## config.mk

```make
export PLATFORM = sky130hd
export DESIGN_NAME = mac_tx_arbiter
export DESIGN_NICKNAME = d
export VERILOG_FILES = /design/src/rtl/mac_tx_arbiter.sv
export SDC_FILE = /design/constraint.sdc
export NUM_CORES = 1
export LEC_CHECK = 0
export ABC_AREA = 1
export CELL_PAD_IN_SITES_DETAIL_PLACEMENT = 1
export CELL_PAD_IN_SITES_GLOBAL_PLACEMENT = 1
export CORE_MARGIN = 2
export CORE_UTILIZATION = 25
export DETAILED_ROUTE_END_ITERATION = 16
export PLACE_DENSITY_LB_ADDON = 0.1
export RECOVER_POWER = 100
export SLEW_MARGIN = 40
export SYNTH_ARGS = -nofsm -noshare
export SYNTH_HDL_FRONTEND = slang
export SYNTH_SLANG_ARGS = --single-unit
export TNS_END_PERCENT = 5
```

## constraint.sdc

```tcl
create_clock -name gmii_clk -period 1.54 [get_ports gmii_clk]
set_input_delay 0.154 -clock gmii_clk [delete_from_list [all_inputs] [get_ports gmii_clk]]
set_output_delay 0.154 -clock gmii_clk [all_outputs]
set_load 0.02 [all_outputs]
```

## src/rtl/mac_tx_arbiter.sv

```systemverilog
// Round-robin transmit arbiter in front of mac_send: two clients, one MAC, IFG enforced between frames.
// Optional start watchdog in WAIT_START is compiled in with `define MAC_TX_ARB_TIMEOUT_EN.
module mac_tx_arbiter #(
  parameter int IFG_CYCLES     = 12,
  parameter int TIMEOUT_CYCLES = 64
) (
  input  logic        gmii_clk,
  input  logic        rst,
  input  logic        req0,
  input  logic        req1,
  input  logic [10:0] len0,
  input  logic [10:0] len1,
  input  logic [47:0] dmac0,
  input  logic [47:0] dmac1,
  input  logic [15:0] type0,
  input  logic [15:0] type1,
  output logic        gnt0,
  output logic        gnt1,
  output logic        done0,
  output logic        done1,
  output logic        err0,
  output logic        err1,
  output logic        fifo_rdreq0,
  output logic        fifo_rdreq1,
  input  logic [7:0]  fifo_rddata0,
  input  logic [7:0]  fifo_rddata1,
  output logic        tx_go,
  output logic [10:0] pyd_length,
  output logic [47:0] des_mac,
  output logic [15:0] type_length,
  input  logic        fifo_rdreq,
  output logic [7:0]  fifo_rddata,
  input  logic        gmii_tx_en
);

  localparam int CNT_MAX = (IFG_CYCLES > TIMEOUT_CYCLES) ? IFG_CYCLES : TIMEOUT_CYCLES;
  localparam int CW      = $clog2(CNT_MAX + 1);

  typedef enum logic [2:0] {S_IDLE, S_GO, S_WAIT, S_SEND, S_IFG} state_t;

  state_t        state_q, state_d;
  logic          owner_q, owner_d;
  logic          last_q, last_d;
  logic [10:0]   len_q, len_d;
  logic [47:0]   dmac_q, dmac_d;
  logic [15:0]   type_q, type_d;
  logic [CW-1:0] cnt_q, cnt_d;
  logic [1:0]    done_q, done_d;
  logic          sel;
  logic          active;

  function automatic logic [10:0] clamp_len(input logic [10:0] l);
    if (l < 11'd46)        return 11'd46;
    else if (l > 11'd1500) return 11'd1500;
    else                   return l;
  endfunction

  // Contention goes to the requester not granted last; a lone request wins outright.
  assign sel = (req0 & req1) ? ~last_q : req1;

`ifdef MAC_TX_ARB_TIMEOUT_EN
  logic [1:0] err_q, err_d;
`endif

  always_comb begin
    state_d = state_q;
    owner_d = owner_q;
    last_d  = last_q;
    len_d   = len_q;
    dmac_d  = dmac_q;
    type_d  = type_q;
    cnt_d   = cnt_q;
    done_d  = 2'b00;
`ifdef MAC_TX_ARB_TIMEOUT_EN
    err_d   = 2'b00;
`endif
    case (state_q)
      S_IDLE: begin
        if (req0 | req1) begin
          owner_d = sel;
          len_d   = sel ? clamp_len(len1) : clamp_len(len0);
          dmac_d  = sel ? dmac1 : dmac0;
          type_d  = sel ? type1 : type0;
          state_d = S_GO;
        end
      end
      S_GO: begin
        last_d  = owner_q;
        cnt_d   = '0;
        state_d = S_WAIT;
      end
      S_WAIT: begin
        if (gmii_tx_en) begin
          state_d = S_SEND;
        end
`ifdef MAC_TX_ARB_TIMEOUT_EN
        else if (cnt_q == CW'(TIMEOUT_CYCLES - 1)) begin
          err_d[owner_q] = 1'b1;
          cnt_d          = '0;
          state_d        = S_IFG;
        end else begin
          cnt_d = cnt_q + CW'(1);
        end
`endif
      end
      S_SEND: begin
        if (!gmii_tx_en) begin
          done_d[owner_q] = 1'b1;
          cnt_d           = '0;
          state_d         = S_IFG;
        end
      end
      S_IFG: begin
        if (cnt_q == CW'(IFG_CYCLES - 1)) state_d = S_IDLE;
        else                              cnt_d   = cnt_q + CW'(1);
      end
      default: state_d = S_IDLE;
    endcase
  end

  always_ff @(posedge gmii_clk) begin
    if (rst) begin
      state_q <= S_IDLE;
      owner_q <= 1'b0;
      last_q  <= 1'b1;  // "last granted = 1" makes requester 0 win the first contention
      len_q   <= '0;
      dmac_q  <= '0;
      type_q  <= '0;
      cnt_q   <= '0;
      done_q  <= '0;
    end else begin
      state_q <= state_d;
      owner_q <= owner_d;
      last_q  <= last_d;
      len_q   <= len_d;
      dmac_q  <= dmac_d;
      type_q  <= type_d;
      cnt_q   <= cnt_d;
      done_q  <= done_d;
    end
  end

`ifdef MAC_TX_ARB_TIMEOUT_EN
  always_ff @(posedge gmii_clk) begin
    if (rst) err_q <= '0;
    else     err_q <= err_d;
  end
  assign err0 = err_q[0];
  assign err1 = err_q[1];
`else
  assign err0 = 1'b0;
  assign err1 = 1'b0;
`endif

  assign active      = (state_q == S_WAIT) || (state_q == S_SEND);
  assign tx_go       = (state_q == S_GO);
  assign gnt0        = tx_go & ~owner_q;
  assign gnt1        = tx_go &  owner_q;
  assign done0       = done_q[0];
  assign done1       = done_q[1];
  assign fifo_rdreq0 = fifo_rdreq & active & ~owner_q;
  assign fifo_rdreq1 = fifo_rdreq & active &  owner_q;
  assign fifo_rddata = active ? (owner_q ? fifo_rddata1 : fifo_rddata0) : 8'h00;
  assign pyd_length  = len_q;
  assign des_mac     = dmac_q;
  assign type_length = type_q;

endmodule
```

==> flow_summary.json, run 1 <==
{
  "crit_type": "flip-flop to flip-flop",
  "rsz0062_at_grt": "yes",
  "fin_total_pwr_mw": 10.1,
  "firstDrtPassIters": 4,
  "synth_top_area_cell": "dfxtp_1",
  "die_y_um": 136,
  "async_reset_ff_share_pct": 0,
  "dpl.hpwl_um": 15000,
  "die_x_um": 136,
  "ant_nets": 0,
  "route.detailed.drc": 0,
  "area_delta_synth_final_pct": 96.5,
  "cp-end-kind": "flip-flop",
  "cap_violations": 0,
  "crit_arrival_ps": 1930,
  "row_count": 48,
  "yosys_warnings": 0,
  "switchingPower_mw": 3.67,
  "intPower_mw": 6.48,
  "netlist_instances": 652,
  "io_buffers": 261,
  "drive_gt1_share_pct": 17.8,
  "post-place-ws_ps": -313,
  "drt-initial-drc-count": 163,
  "synth_edf_count": 0,
  "cts.sinks": 89,
  "synth.area.top_cells": "dfxtp_1 (41%), nand2_1 (25%), a31oi_1 (9.3%)",
  "dieArea_um2": 18500,
  "setup_viol": 81,
  "postSynthAreaPerCell_um2": 6.68,
  "synth-main-ff-cell": "dfxtp_1",
  "finalNetCount": 1144,
  "fmax_ghz": 0.602,
  "wl_per_cell_um": 17.6,
  "cts.clk_slew.worst_paths_ps": 60,
  "ir_drop_mv": 0.654,
  "drt-total-wl_um": 21200,
  "finalMaxSlewViolations": 0,
  "final_common_cell": "nand2_1",
  "synth_cell_types": 32,
  "grt_pass1_vias": 6042,
  "syn_area_um2": 4360,
  "gp_congestion": 0.826,
  "cts_buffer_depth": 2,
  "num-fill-cells": 2065,
  "power_frac_clock_pct": 22.6,
  "powerDensity_nw_per_um2": 1190,
  "netSwitchingFraction_pct": 36.2,
  "setup.worst_path.start_class": "flip-flop",
  "post-route-period-util_pct": 108,
  "clockRootBuffer": "clkbuf_16",
  "track_usage_pct": 21.5,
  "synth_top_area_share_pct": 40.9,
  "core_um2": 17200,
  "synth-seq-area-share_pct": 40.9,
  "post-route-min-period_ps": 1660,
  "min_path_type": "input pin to flip-flop",
  "viasPerCell": 4.73,
  "antenna_found_initial": 1,
  "p_leak_nw": 3.62,
  "combPwrFrac_pct": 48.4,
  "grt_overflow": 0,
  "grt_pass1_wl_um": 31000,
  "clk_latency_ps": 350,
  "htreeDepth": 3,
  "final_cell_mix": "nand2_1 (267), clkdlybuf4s50_1 (237), dfxtp_1 (85), a31oi_1 (62), buf_4 (50)",
  "violations": "negative setup slack",
  "clock_skew_ps": 7.94,
  "cp_max_fo": 6,
  "cts_tree": "done",
  "postSynthRegisterBits": 89,
  "numCtsBuffers": 9,
  "start_util_pct": 25.4,
  "setup_ws_ps": -120,
  "vias": 5691,
  "status": "finished with violations",
  "hold_viol_final": 0,
  "critPathRequiredTime_ps": 1810,
  "seqPwrFrac_pct": 29.0,
  "grt_max_degree": 27,
  "io_pins": 264
}
==> stage by stage <==
stage	std cells	area [µm²]	TNS [ps]	util (%)	hold WS [ps]
after CTS	1192	8180	-6130	47.6	334
after global routing	1201	8560	-13890	49.8	353
after detailed placement	1161	7590	-18470	44.2	479
after global placement	1161	7590	-14740	44.2	471
final	1202	8560	-4210	49.8	338
after floorplan	653	4360	-172	-	296
==> metal layers <==
layer	part of all wire (%)	global-route usage [%]	wire length, µm	vias to the layer above
li1	-	-	-	2767
met5	0	0	0	-
met3	7.9	8.76	1670	25
met4	1.9	6.31	403	0
met1	38	22.4	8080	2713
met2	52	39.4	11000	186
==> worst paths after layout <==
check / slack (ps) / to / cells past startpoint / from
min reg2reg: 490 / des_mac[43] / 2 / des_mac[43]
min: 340 / des_mac[5] / 3 / rst
max: -120 / type_length[6] / 8 / state_q[2]
max reg2reg: -120 / type_length[6] / 8 / state_q[2]
==> sequential cells by signal (all words and copies together) (netlist names) <==
name and flops:
last_q 1, type_length 16, pyd_length 11, state_q 3, done_q 2, cnt_q 7, des_mac 48, owner_q 1
==> power groups by stage <==
stage / Combinational, mW / Clock, mW / Sequential (mW)
2_1_floorplan: 1.44 / 0 / 3.40
6_report: 4.91 / 2.29 / 2.95
3_3_place_gp: 4.00 / 0 / 2.96
4_1_cts: 4.48 / 2.37 / 2.95
3_5_place_dp: 4.08 / 0 / 2.97
5_1_grt: 5.26 / 2.47 / 2.99
==> cells in the mapped netlist (3+ instances only) <==
| master | instances |
|---|---|
| a21oi_1 | 21 |
| a31oi_1 | 65 |
| buf_2 | 7 |
| buf_4 | 9 |
| clkbuf_1 | 17 |
| dfxtp_1 | 89 |
| inv_1 | 43 |
| inv_2 | 5 |
| nand2_1 | 290 |
| nand3_1 | 22 |
| nand3b_1 | 4 |
| nand4_1 | 12 |
| nor2_1 | 22 |
| nor3_1 | 5 |
| o21a_1 | 4 |
| o21ai_0 | 9 |
| o21ai_1 | 3 |
| or2_2 | 4 |
==> cell families (layout without fill, tap and decap cells) <==
logic type / after synthesis / after routing / synth area share, %
AND/OR/NAND/NOR: 367 / 367 / 34.8
AO/OA/AOI/OAI: 108 / 108 / 15.1
flip-flops: 89 / 89 / 40.9
buffers and inverters: 85 / 408 / 8.64
adder cells (fa/ha/maj): 1 / 1 / 0.287
other: 1 / 3 / 0.0861
XOR/XNOR: 1 / 1 / 0.201
==> critical path, cell delays in order (launching register included) <==
cell	delay (ps)
dfxtp_4	360
buf_6	120
nor3_4	270
o21ai_4	120
nor2_4	170
buf_12	170
clkbuf_16	160
nand2_1	60
a31oi_1	150
==> cell type report <==
class	instances	area (µm²)	area share, %
diodes	1	2.50	0.0292
clock buffers	10	239	2.79
clock inverters	6	65.1	0.760
inverters	50	203	2.37
multi-input cells	479	2360	27.5
flip-flops and latches	89	1790	21.0
well taps	225	282	3.29
repair buffers	341	3610	42.2
repair inverters	1	7.51	0.0877
==> timing repair <==
item                                    in CTS  in global routing
endpoints found under the setup margin      89                105
resized for setup                           81                 69
gates cloned                                 6                  7
hold buffers                                 0                  0
buffers inserted                             9                  3
pin swaps                                   21                 27
Note: power is estimated with default switching activity, not from simulation.
==> inputs of run 2 (changes only) <==
--- a/config.mk
+++ b/config.mk
@@ -11,6 +11,7 @@
 export CORE_MARGIN = 2
 export CORE_UTILIZATION = 25
 export DETAILED_ROUTE_END_ITERATION = 16
+export GPL_TIMING_DRIVEN = 0
 export PLACE_DENSITY_LB_ADDON = 0.1
 export RECOVER_POWER = 100
 export SLEW_MARGIN = 40
==> constraint.sdc (replaced) <==
create_clock -name gmii_clk -period 1.9 [get_ports gmii_clk]
set_input_delay 0.19 -clock gmii_clk [delete_from_list [all_inputs] [get_ports gmii_clk]]
set_output_delay 0.19 -clock gmii_clk [all_outputs]
set_load 0.02 [all_outputs]
==> run 2 against run 1 <==
The run now ends clean. Design area fell by 12%. Setup slack gained 220 ps. Worst hold slack better by 69 ps. Sequential share of layout area increased by 2.8 points. Clock skew is 1.7 ps higher. Combinational power is 39% lower. Largest cell class unchanged. Largest power group unchanged.
==> flow_summary.json, run 2 (same netlist as run 1, synthesis figures left out) <==
{
  "status": "completed",
  "vias": 5333,
  "final_common_cell": "nand2_1",
  "fmax_ghz": 0.554,
  "io_buffers": 261,
  "clk_latency_ps": 350,
  "grt_max_degree": 17,
  "wl_per_cell_um": 16.0,
  "row_count": 48,
  "setup_ws_ps": 96.0,
  "track_usage_pct": 19.6,
  "cap_violations": 0,
  "clock_skew_ps": 9.60,
  "post-route-min-period_ps": 1800,
  "route.detailed.drc": 0,
  "setup_viol": 0,
  "crit_buf_inv": 3,
  "grt_pass1_wl_um": 28600,
  "rsz0062_at_grt": "yes",
  "hold_viol_final": 0,
  "core_um2": 17200,
  "fin_util_pct": 43.9,
  "final_cell_mix": "nand2_1 (289), clkdlybuf4s50_1 (247), dfxtp_1 (87), a31oi_1 (65), inv_1 (42)",
  "finalNetCount": 1100,
  "crit_arrival_ps": 1610,
  "crit_chain": "inv_1, nor2_4, nand2_2, nand2_4, nand2_1, inv_1, clkdlybuf4s15_1",
  "cpLargestDelayFamily": "simple AND/OR/NAND/NOR gates",
  "numCtsBuffers": 9,
  "post-place-ws_ps": -268,
  "num-fill-cells": 2140,
  "drt-initial-drc-count": 122,
  "antenna_found_initial": 0,
  "seqCellArea_um2": 1790,
  "crit_type": "flip-flop to primary output",
  "drive_gt1_share_pct": 7.73,
  "cts_tree": "done",
  "crit_top_cell": "inv_1",
  "diodes": 0,
  "gp_congestion": 0.846,
  "largest_reg_flops": 48,
  "ant_nets": 0,
  "grt_pass1_vias": 5725,
  "finalMaxSlewViolations": 0,
  "viasPerCell": 4.61,
  "cp-end-kind": "primary output",
  "firstDrtPassIters": 4,
  "ir_drop_mv": 0.442,
  "critPathRequiredTime_ps": 1710,
  "slowest_delay_ps": 390,
  "post-route-period-util_pct": 94.9,
  "p_leak_nw": 3.01,
  "dieArea_um2": 18500,
  "die_y_um": 136,
  "clockRootBuffer": "clkbuf_16",
  "powerDensity_nw_per_um2": 942,
  "die_x_um": 136,
  "dpl.hpwl_um": 15000,
  "htreeDepth": 3,
  "relSlewSlack_pct": 57.8,
  "drt-total-wl_um": 18500,
  "grt_overflow": 0,
  "min_path_type": "input pin to flip-flop",
  "io_pins": 264,
  "cts.clk_slew.worst_paths_ps": 70,
  "cts_buffer_depth": 2,
  "area_delta_synth_final_pct": 72.9,
  "hold_buffers": 0,
  "cts.sinks": 89,
  "worstMarginPinSlew_ps": 633,
  "cp_max_fo": 9,
  "start_util_pct": 25.4,
  "setup.worst_path.start_class": "flip-flop",
  "multiInputGateArea_um2": 2220,
  "crit_path_top_delay_cell": "dfxtp_4"
}
run 2: cell count changes in the layout (fill, tap and decap cells not counted), moves of 10 or more:
cell,delta
nand2_2,-18
nand2_1,+22
buf_4,-39
clkbuf_1,+14
buf_12,-14
clkdlybuf4s50_1,+10
run 2: through the flow:
step / instances / area, µm² / hold slack, ps / TNS, ps / total power, mW
after floorplan: 653 / 4360 / 332 / 0 / 3.93
after global placement: 1139 / 7260 / 462 / -7750 / 5.38
after detailed placement: 1139 / 7260 / 473 / -11530 / 5.46
after CTS: 1155 / 7540 / 393 / 0 / 7.20
after global routing: 1157 / 7540 / 412 / -36.1 / 7.55
final: 1157 / 7540 / 408 / 0 / 7.10
run 2: what timing repair did:
action,CTS,global route
setup endpoints to repair,13,23
buffers inserted,0,2
resized for setup,30,20
pin swaps,0,2
run 2: area by class of cell:
cell class / count / area share (%)
multi-input combinational: 479 / 29.4
timing repair buffer: 263 / 34.4
inverter: 50 / 2.49
clock buffer: 9 / 2.99
sequential: 89 / 23.7
clock inverter: 7 / 0.731
buffer: 35 / 2.56
tap: 225 / 3.74
run 2: path summary, 6_finish.rpt:
kind	start	cells after the start	slack (ps)	to
setup / recovery	state_q[0]	7	100	fifo_rddata[3]
hold / removal	dmac0[15]	3	410	des_mac[15]
setup reg to reg	state_q[2]	7	220	pyd_length[0]
hold reg to reg	des_mac[20]	2	490	des_mac[20]
run 2: worst reg2reg max path, stage by stage, from the launching register on:
cell     delay [ps]
dfxtp_1         390
nor3_4          300
o21ai_4         180
inv_1           210
buf_2           260
nand3_1         140
nand2_1          80
inv_1            30
run 2: per-layer routing:
metal	wire, µm	GRT usage [%]
met1	7430	21.7
met2	9050	34.2
met3	1640	7.31
met4	423	7.35
met5	0	0
run 2: where the power goes:
| group | total, mW | leakage, nW | switching [mW] | internal (mW) |
|---|---|---|---|---|
| Combinational | 2.99 | 2.15 | 1.67 | 1.32 |
| Clock | 1.71 | 0.126 | 0.815 | 0.898 |
| Sequential | 2.39 | 0.733 | 0.204 | 2.19 |
